--- src/rtl/uart_core_param_if.sv ---
// Handshake bundle for uart_core_param: transmit valid/ready path and
// receive word/flag outputs. The serial lines stay plain ports on the core.
interface uart_core_param_if #(
   parameter int DATA_W = 8
);
   logic [DATA_W-1:0] tx_data;
   logic              tx_valid;
   logic              tx_ready;
   logic              tx_busy;
   logic [DATA_W-1:0] rx_data;
   logic              rx_valid;
   logic              rx_parity_err;
   logic              rx_frame_err;

   modport master (
      output tx_data, tx_valid,
      input  tx_ready, tx_busy, rx_data, rx_valid, rx_parity_err, rx_frame_err
   );

   modport slave (
      input  tx_data, tx_valid,
      output tx_ready, tx_busy, rx_data, rx_valid, rx_parity_err, rx_frame_err
   );
endinterface

--- src/rtl/uart_core_param.sv ---
// Parametrised full-duplex UART: framed transmitter, mid-bit sampling receiver
// with parity/framing checks and a run-time tx-to-rx loopback.
module uart_core_param #(
   parameter int DATA_W       = 8,
   parameter int CLKS_PER_BIT = 16,
   parameter int PARITY_EN    = 0,
   parameter int PARITY_ODD   = 0,
   parameter int STOP_BITS    = 1
) (
   input  logic                  clk,
   input  logic                  rst,
   uart_core_param_if.slave      bus,
   output logic                  uart_tx,
   input  logic                  uart_rx,
   input  logic                  loopback
);

   localparam int CNT_W = $clog2(STOP_BITS * CLKS_PER_BIT + 1);
   localparam int IDX_W = $clog2(DATA_W);

   localparam logic [CNT_W-1:0] BIT_LAST  = CNT_W'(CLKS_PER_BIT - 1);
   localparam logic [CNT_W-1:0] HALF_LAST = CNT_W'(CLKS_PER_BIT / 2 - 1);
   // The FSM leaves STOP one cycle early; the idle cycle that follows
   // completes the last stop bit, so back-to-back frames keep exact timing.
   localparam logic [CNT_W-1:0] STOP_LAST = CNT_W'(STOP_BITS * CLKS_PER_BIT - 2);
   localparam logic [IDX_W-1:0] IDX_LAST  = IDX_W'(DATA_W - 1);
   localparam logic             ODD_BIT   = (PARITY_ODD != 0) ? 1'b1 : 1'b0;

   typedef enum logic [2:0] {
      ST_IDLE   = 3'd0,
      ST_START  = 3'd1,
      ST_DATA   = 3'd2,
      ST_PARITY = 3'd3,
      ST_STOP   = 3'd4
   } uart_state_t;

   function automatic logic calc_parity(input logic [DATA_W-1:0] word);
      return (^word) ^ ODD_BIT;
   endfunction

   uart_state_t        tx_state_r;
   logic [CNT_W-1:0]   tx_cnt_r;
   logic [IDX_W-1:0]   tx_idx_r;
   logic [DATA_W-1:0]  tx_shift_r;
   logic               tx_par_r;
   logic               tx_line_r;
   logic               tx_ready_r;
   logic               tx_busy_r;

   uart_state_t        rx_state_r;
   logic [CNT_W-1:0]   rx_cnt_r;
   logic [IDX_W-1:0]   rx_idx_r;
   logic [DATA_W-1:0]  rx_shift_r;
   logic               rx_perr_pend_r;
   logic               sync1_r;
   logic               sync2_r;
   logic               rx_src_s;
   logic [DATA_W-1:0]  rx_data_r;
   logic               rx_valid_r;
   logic               rx_perr_r;
   logic               rx_ferr_r;

   assign uart_tx          = tx_line_r;
   assign bus.tx_ready     = tx_ready_r;
   assign bus.tx_busy      = tx_busy_r;
   assign bus.rx_data      = rx_data_r;
   assign bus.rx_valid     = rx_valid_r;
   assign bus.rx_parity_err = rx_perr_r;
   assign bus.rx_frame_err = rx_ferr_r;

   // Transmit FSM: accepts a word, then serialises start, data, parity, stop.
   always_ff @(posedge clk or negedge rst) begin
      if (!rst) begin
         tx_state_r <= ST_IDLE;
         tx_cnt_r   <= '0;
         tx_idx_r   <= '0;
         tx_shift_r <= '0;
         tx_par_r   <= 1'b0;
         tx_line_r  <= 1'b1;
         tx_ready_r <= 1'b1;
         tx_busy_r  <= 1'b0;
      end else begin
         case (tx_state_r)
            ST_IDLE: begin
               if (bus.tx_valid) begin
                  tx_shift_r <= bus.tx_data;
                  tx_par_r   <= calc_parity(bus.tx_data);
                  tx_line_r  <= 1'b0;
                  tx_ready_r <= 1'b0;
                  tx_busy_r  <= 1'b1;
                  tx_cnt_r   <= '0;
                  tx_state_r <= ST_START;
               end else begin
                  tx_line_r  <= 1'b1;
                  tx_ready_r <= 1'b1;
                  tx_busy_r  <= 1'b0;
               end
            end
            ST_START: begin
               if (tx_cnt_r == BIT_LAST) begin
                  tx_cnt_r   <= '0;
                  tx_idx_r   <= '0;
                  tx_line_r  <= tx_shift_r[0];
                  tx_state_r <= ST_DATA;
               end else begin
                  tx_cnt_r <= tx_cnt_r + 1'b1;
               end
            end
            ST_DATA: begin
               if (tx_cnt_r == BIT_LAST) begin
                  tx_cnt_r <= '0;
                  if (tx_idx_r == IDX_LAST) begin
                     if (PARITY_EN != 0) begin
                        tx_line_r  <= tx_par_r;
                        tx_state_r <= ST_PARITY;
                     end else begin
                        tx_line_r  <= 1'b1;
                        tx_state_r <= ST_STOP;
                     end
                  end else begin
                     tx_idx_r   <= tx_idx_r + 1'b1;
                     tx_shift_r <= {1'b0, tx_shift_r[DATA_W-1:1]};
                     tx_line_r  <= tx_shift_r[1];
                  end
               end else begin
                  tx_cnt_r <= tx_cnt_r + 1'b1;
               end
            end
            ST_PARITY: begin
               if (tx_cnt_r == BIT_LAST) begin
                  tx_cnt_r   <= '0;
                  tx_line_r  <= 1'b1;
                  tx_state_r <= ST_STOP;
               end else begin
                  tx_cnt_r <= tx_cnt_r + 1'b1;
               end
            end
            ST_STOP: begin
               if (tx_cnt_r == STOP_LAST) begin
                  tx_cnt_r   <= '0;
                  tx_ready_r <= 1'b1;
                  tx_busy_r  <= 1'b0;
                  tx_state_r <= ST_IDLE;
               end else begin
                  tx_cnt_r <= tx_cnt_r + 1'b1;
               end
            end
            default: begin
               tx_state_r <= ST_IDLE;
               tx_line_r  <= 1'b1;
               tx_ready_r <= 1'b1;
               tx_busy_r  <= 1'b0;
            end
         endcase
      end
   end

   // Receive source select: loopback taps the registered transmit line.
   always_comb begin
      rx_src_s = 1'b1;
      if (loopback) begin
         rx_src_s = tx_line_r;
      end else begin
         rx_src_s = uart_rx;
      end
   end

   // Two-flop synchroniser for the asynchronous serial input.
   always_ff @(posedge clk or negedge rst) begin
      if (!rst) begin
         sync1_r <= 1'b1;
         sync2_r <= 1'b1;
      end else begin
         sync1_r <= rx_src_s;
         sync2_r <= sync1_r;
      end
   end

   // Receive FSM: validates the start bit at its midpoint, then samples bit centres.
   always_ff @(posedge clk or negedge rst) begin
      if (!rst) begin
         rx_state_r     <= ST_IDLE;
         rx_cnt_r       <= '0;
         rx_idx_r       <= '0;
         rx_shift_r     <= '0;
         rx_perr_pend_r <= 1'b0;
         rx_data_r      <= '0;
         rx_valid_r     <= 1'b0;
         rx_perr_r      <= 1'b0;
         rx_ferr_r      <= 1'b0;
      end else begin
         rx_valid_r <= 1'b0;
         case (rx_state_r)
            ST_IDLE: begin
               if (!sync2_r) begin
                  rx_cnt_r       <= '0;
                  rx_perr_pend_r <= 1'b0;
                  rx_state_r     <= ST_START;
               end else begin
                  rx_cnt_r <= '0;
               end
            end
            ST_START: begin
               if (rx_cnt_r == HALF_LAST) begin
                  rx_cnt_r   <= '0;
                  rx_idx_r   <= '0;
                  rx_state_r <= sync2_r ? ST_IDLE : ST_DATA;
               end else begin
                  rx_cnt_r <= rx_cnt_r + 1'b1;
               end
            end
            ST_DATA: begin
               if (rx_cnt_r == BIT_LAST) begin
                  rx_cnt_r   <= '0;
                  rx_shift_r <= {sync2_r, rx_shift_r[DATA_W-1:1]};
                  if (rx_idx_r == IDX_LAST) begin
                     rx_state_r <= (PARITY_EN != 0) ? ST_PARITY : ST_STOP;
                  end else begin
                     rx_idx_r <= rx_idx_r + 1'b1;
                  end
               end else begin
                  rx_cnt_r <= rx_cnt_r + 1'b1;
               end
            end
            ST_PARITY: begin
               if (rx_cnt_r == BIT_LAST) begin
                  rx_cnt_r       <= '0;
                  rx_perr_pend_r <= (sync2_r != calc_parity(rx_shift_r));
                  rx_state_r     <= ST_STOP;
               end else begin
                  rx_cnt_r <= rx_cnt_r + 1'b1;
               end
            end
            ST_STOP: begin
               if (rx_cnt_r == BIT_LAST) begin
                  rx_cnt_r   <= '0;
                  rx_valid_r <= 1'b1;
                  rx_data_r  <= rx_shift_r;
                  rx_perr_r  <= rx_perr_pend_r;
                  rx_ferr_r  <= ~sync2_r;
                  rx_state_r <= ST_IDLE;
               end else begin
                  rx_cnt_r <= rx_cnt_r + 1'b1;
               end
            end
            default: begin
               rx_state_r <= ST_IDLE;
               rx_cnt_r   <= '0;
            end
         endcase
      end
   end

endmodule

--- src/flat_wrapper.sv ---
// flat-port wrapper written by rule: the top's interface ports become plain ports
module uart_core_param_flat 
#(
   parameter int DATA_W       = 8,
   parameter int CLKS_PER_BIT = 16,
   parameter int PARITY_EN    = 0,
   parameter int PARITY_ODD   = 0,
   parameter int STOP_BITS    = 1
)
  (clk, rst, uart_tx, uart_rx, loopback, bus_tx_data, bus_tx_valid, bus_tx_ready, bus_tx_busy, bus_rx_data, bus_rx_valid, bus_rx_parity_err, bus_rx_frame_err);
  uart_core_param_if #(.DATA_W(DATA_W)) bus_i ();
  input  logic clk;
  input  logic rst;
  output logic uart_tx;
  input  logic uart_rx;
  input  logic loopback;
  input wire logic [$bits(bus_i.tx_data)-1:0] bus_tx_data;
  input wire logic [$bits(bus_i.tx_valid)-1:0] bus_tx_valid;
  output wire logic [$bits(bus_i.tx_ready)-1:0] bus_tx_ready;
  output wire logic [$bits(bus_i.tx_busy)-1:0] bus_tx_busy;
  output wire logic [$bits(bus_i.rx_data)-1:0] bus_rx_data;
  output wire logic [$bits(bus_i.rx_valid)-1:0] bus_rx_valid;
  output wire logic [$bits(bus_i.rx_parity_err)-1:0] bus_rx_parity_err;
  output wire logic [$bits(bus_i.rx_frame_err)-1:0] bus_rx_frame_err;
  assign bus_i.tx_data = bus_tx_data;
  assign bus_i.tx_valid = bus_tx_valid;
  assign bus_tx_ready = bus_i.tx_ready;
  assign bus_tx_busy = bus_i.tx_busy;
  assign bus_rx_data = bus_i.rx_data;
  assign bus_rx_valid = bus_i.rx_valid;
  assign bus_rx_parity_err = bus_i.rx_parity_err;
  assign bus_rx_frame_err = bus_i.rx_frame_err;
  uart_core_param #(.DATA_W(DATA_W), .CLKS_PER_BIT(CLKS_PER_BIT), .PARITY_EN(PARITY_EN), .PARITY_ODD(PARITY_ODD), .STOP_BITS(STOP_BITS)) u_core (.clk(clk), .rst(rst), .bus(bus_i), .uart_tx(uart_tx), .uart_rx(uart_rx), .loopback(loopback));
endmodule
--- config.mk ---
export PLATFORM = sky130hd
export DESIGN_NAME = uart_core_param_flat
export DESIGN_NICKNAME = d
export VERILOG_FILES = /design/src/rtl/uart_core_param_if.sv /design/src/rtl/uart_core_param.sv /design/src/flat_wrapper.sv
export SDC_FILE = /design/constraint.sdc
export NUM_CORES = 1
export LEC_CHECK = 0
export ABC_CLOCK_PERIOD_IN_PS = 2100
export CORE_ASPECT_RATIO = 1.2
export CORE_UTILIZATION = 41
export DETAILED_ROUTE_END_ITERATION = 12
export PLACE_DENSITY = 0.67
export SYNTH_ARGS = -nofsm -noshare
export SYNTH_HDL_FRONTEND = slang
export SYNTH_SLANG_ARGS = --single-unit
--- constraint.sdc ---
create_clock -name clk -period 2.1 [get_ports clk]
set_input_delay 0.315 -clock clk [delete_from_list [all_inputs] [get_ports clk]]
set_output_delay 0.315 -clock clk [all_outputs]
set_load 0.05 [all_outputs]
==> results of run 1 <==
cells in the mapped netlist, drive strengths merged:
cell | n | area share [%]
nor3 | 3 | 0.95
xnor2 | 5 | 1.6
nand3b | 3 | 0.82
o21ai | 14 | 2.5
nand2 | 8 | 1.1
mux2i | 9 | 3.3
a22o | 3 | 0.95
dfstp | 4 | 3.8
nor4 | 2 | 0.45
o21bai | 2 | 0.54
nor3b | 2 | 0.54
and4bb | 1 | 0.45
a2bb2oi | 4 | 1.3
o41ai | 1 | 0.32
a31oi | 1 | 0.23
buf | 8 | 2.3
and3 | 2 | 0.45
nand3 | 10 | 2.3
and4b | 1 | 0.50
a21oi | 12 | 2.2
nand2b | 6 | 1.4
a21boi | 2 | 0.68
or2 | 1 | 0.23
o221ai | 1 | 0.32
dfrtp | 51 | 46
nand4b | 2 | 1.2
nor2 | 22 | 3.3
and2 | 2 | 0.45
o22a | 1 | 0.32
inv | 7 | 0.95
clkbuf | 1 | 0.27
o211ai | 1 | 0.27
a21o | 2 | 0.54
o21a | 2 | 0.54
mux2 | 22 | 9.9
xnor3 | 1 | 0.82
ha | 10 | 4.5
xor2 | 5 | 1.6
layout by cell type (no fill, tap or decap), types with 3 or more instances in the layout:
master and count:
nand3_1 9, mux2_4 7, o21ai_0 14, inv_1 7
nand2_1 8, nand3b_1 3, nand2b_1 6, mux2i_1 9
dfstp_2 4, buf_4 3, a2bb2oi_1 4, clkbuf_8 5
nor2_1 21, xor2_1 5, mux2_2 15, ha_1 10
a22o_1 3, dfrtp_1 51, a21oi_1 12, clkdlybuf4s50_1 25
xnor2_1 5
layer usage:
layer  share of wire, %  wire, um  vias up
met5                  0         0        -
met4               0.96        45        0
met3                3.2       152        4
met2                 49      2284       29
met1                 47      2224      876
li1                   -         -      884
area by class of cell:
cell class | count | area [um2] | share of cell area, %
well taps | 85 | 106.4 | 3.324
multi-input cells | 163 | 1281 | 40.05
clock buffers | 7 | 76.32 | 2.386
flip-flops and latches | 55 | 1381 | 43.18
clock inverters | 1 | 30.03 | 0.9386
inverters | 7 | 26.28 | 0.8213
repair buffers | 30 | 297.8 | 9.308
report_power, final:
group,total (mW),switching (mW),internal (mW),leakage (nW)
combinational,1.04,0.555,0.490,0.772
clock,0.688,0.330,0.357,0.0524
sequential,1.61,0.274,1.34,0.706
per-stage QoR:
stage	area, um2	power, mW	std cells	hold WS (ps)
2_1_floorplan	2760	2.434	234	19.41
3_3_place_gp	3093	2.652	340	341.0
3_5_place_dp	3093	2.693	340	344.9
4_1_cts	3199	3.388	348	4.555
5_1_grt	3199	3.577	348	34.64
6_report	3199	3.344	348	-6.085
flip-flops by register name (all words and copies together) (netlist names), 3 cells and up:
register            cells
u_core.rx_shift_r       8
u_core.tx_shift_r       8
u_core.tx_idx_r         3
u_core.tx_cnt_r         5
u_core.rx_idx_r         3
u_core.rx_state_r       3
u_core.bus.rx_data      8
u_core.tx_state_r       3
u_core.rx_cnt_r         5
how the worst max path moves through the flow:
| stage | from | endpoint | cells past startpoint |
|---|---|---|---|
| 6_report | u_core.uart_tx | uart_tx | 1 |
| 5_1_grt | u_core.tx_cnt_r[1] | u_core.tx_shift_r[0] | 9 |
| 4_1_cts | u_core.uart_tx | uart_tx | 1 |
| 3_5_place_dp | u_core.tx_cnt_r[1] | u_core.tx_shift_r[0] | 9 |
| 3_3_place_gp | u_core.tx_cnt_r[1] | u_core.tx_shift_r[7] | 9 |
| 2_1_floorplan | u_core.tx_cnt_r[1] | u_core.tx_shift_r[5] | 10 |
logic make-up after synthesis:
| family | count (synthesis) | share of synthesized area [%] |
|---|---|---|
| buffers and inverters | 16 | 3.536 |
| DFF | 55 | 50.05 |
| AOI/OAI and AO/OA | 46 | 10.70 |
| adders and majority gates | 10 | 4.533 |
| muxes | 31 | 13.19 |
| xor gates and xnor gates | 11 | 3.989 |
| and+or+nand+nor | 65 | 14.01 |
==> impl_metrics.env, run 1 <==
export IMPL_cellLeakagePower_nw=1.531
export IMPL_antenna_found_initial=0
export IMPL_setup_viol=0
export IMPL_required_ps=1780
export IMPL_ant_nets=0
export IMPL_core_area_um2=6486
export IMPL_wl_per_cell_um=13.53
export IMPL_path_cells="clkdlybuf4s50_1"
export IMPL_startpoint_type="register"
export IMPL_rows=32
export IMPL_grt_pass1_wl_um=8362
export IMPL_hold_path_class="in2async"
export IMPL_cts_tree="built"
export IMPL_r2r_start="u_core.tx_cnt_r[1]"
export IMPL_tightest_slew_ps=565.9
export IMPL_final_util_pct=49.32
export IMPL_place_gp_congestion=0.7872
export IMPL_nets=285
export IMPL_drive_gt1_share_pct=17.11
export IMPL_cts_setup_buffers=0
export IMPL_post_cts_resized=0
export IMPL_netlist_instances=234
export IMPL_ys_ff_latch=55
export IMPL_rr_worst_depth=9
export IMPL_skew_ps=10.29
export IMPL_use_met3_pct=3.085
export IMPL_grt_usage_pct=14.80
export IMPL_post_route_period_util_pct=93.30
export IMPL_cts_root_buf="clkbuf_8"
export IMPL_syn_nets=257
export IMPL_viasPerCell=5.152
export IMPL_yosys_warnings=0
export IMPL_cts_buffers=5
export IMPL_r2r_slack_ps=280
export IMPL_violations="hold timing"
export IMPL_busiest_layer="met2"
export IMPL_layout_setup_ws_ps=140.7
export IMPL_routed_wl_um=4707
export IMPL_die_h_um=91.88
export IMPL_synth_area_um2=2760
export IMPL_first_iter_violations=42
export IMPL_rsz0062_at_grt="no"
export IMPL_clk_pin_slew_worst_paths_ps=100
export IMPL_grt_util_met1_pct=19.28
export IMPL_drt_first_pass_iters=4
export IMPL_drc=0
export IMPL_port_buffers=26
export IMPL_period_needed_ps=1959
export IMPL_grt_start_max_net_pins=33
export IMPL_slowest_delay_ps=800
export IMPL_cts_max_level=2
export IMPL_path_max_fanout=3
export IMPL_irDropWorstVdd_mv=0.5981
export IMPL_grt_pass1_vias=1824
export IMPL_place_ws_ps=290.8
export IMPL_r2r_end="u_core.tx_shift_r[0]"
export IMPL_io_pins=27
export IMPL_syn_to_final_growth_pct=15.91
export IMPL_syn_avg_cell_area_um2=11.80
export IMPL_dieArea_um2=7066
export IMPL_overflow=0
export IMPL_dp_hpwl_um=3341
export IMPL_cap_violations=0
export IMPL_initial_core_util_pct=42.55
export IMPL_cp_end_kind="primary output"
export IMPL_clock_tree_buffer_depth=2
export IMPL_nFillCells=624
export IMPL_p_per_area_nw_per_um2=1045
export IMPL_cp_slowest_cell="clkdlybuf4s50_1"
export IMPL_arrival_ps=1640
export IMPL_synth_seq_area_share_pct=50.05
export IMPL_hold_violations=9
export IMPL_cp_num_buf_inv=1
export IMPL_hold_ws_ps=-6.085
export IMPL_timing_fmax_mhz=510.4
export IMPL_crit_type="reg2out"
export IMPL_synthDistinctLibCells=46
export IMPL_met2_usage_pct=24.48
export IMPL_cts_sinks=55
export IMPL_vias=1793
export IMPL_status="complete, but fails checks"
export IMPL_post_cts_hold_buffer_count=0
export IMPL_drv_slew=0
export IMPL_finalSetupTns_ps=0
export IMPL_die_width_um=76.90
export IMPL_cp_top_family="buffers and inverters"
export IMPL_antenna_cells=0
export IMPL_slew_headroom_pct=62.27
export IMPL_clk_latency_ps=310
Power figures use the tool's default switching activity.
==> run 2, diff against run 1 <==
- CORE_MARGIN: default -> 1
==> results of run 2 <==
The final DEF is identical to that of run 1; final timing and power are the same.
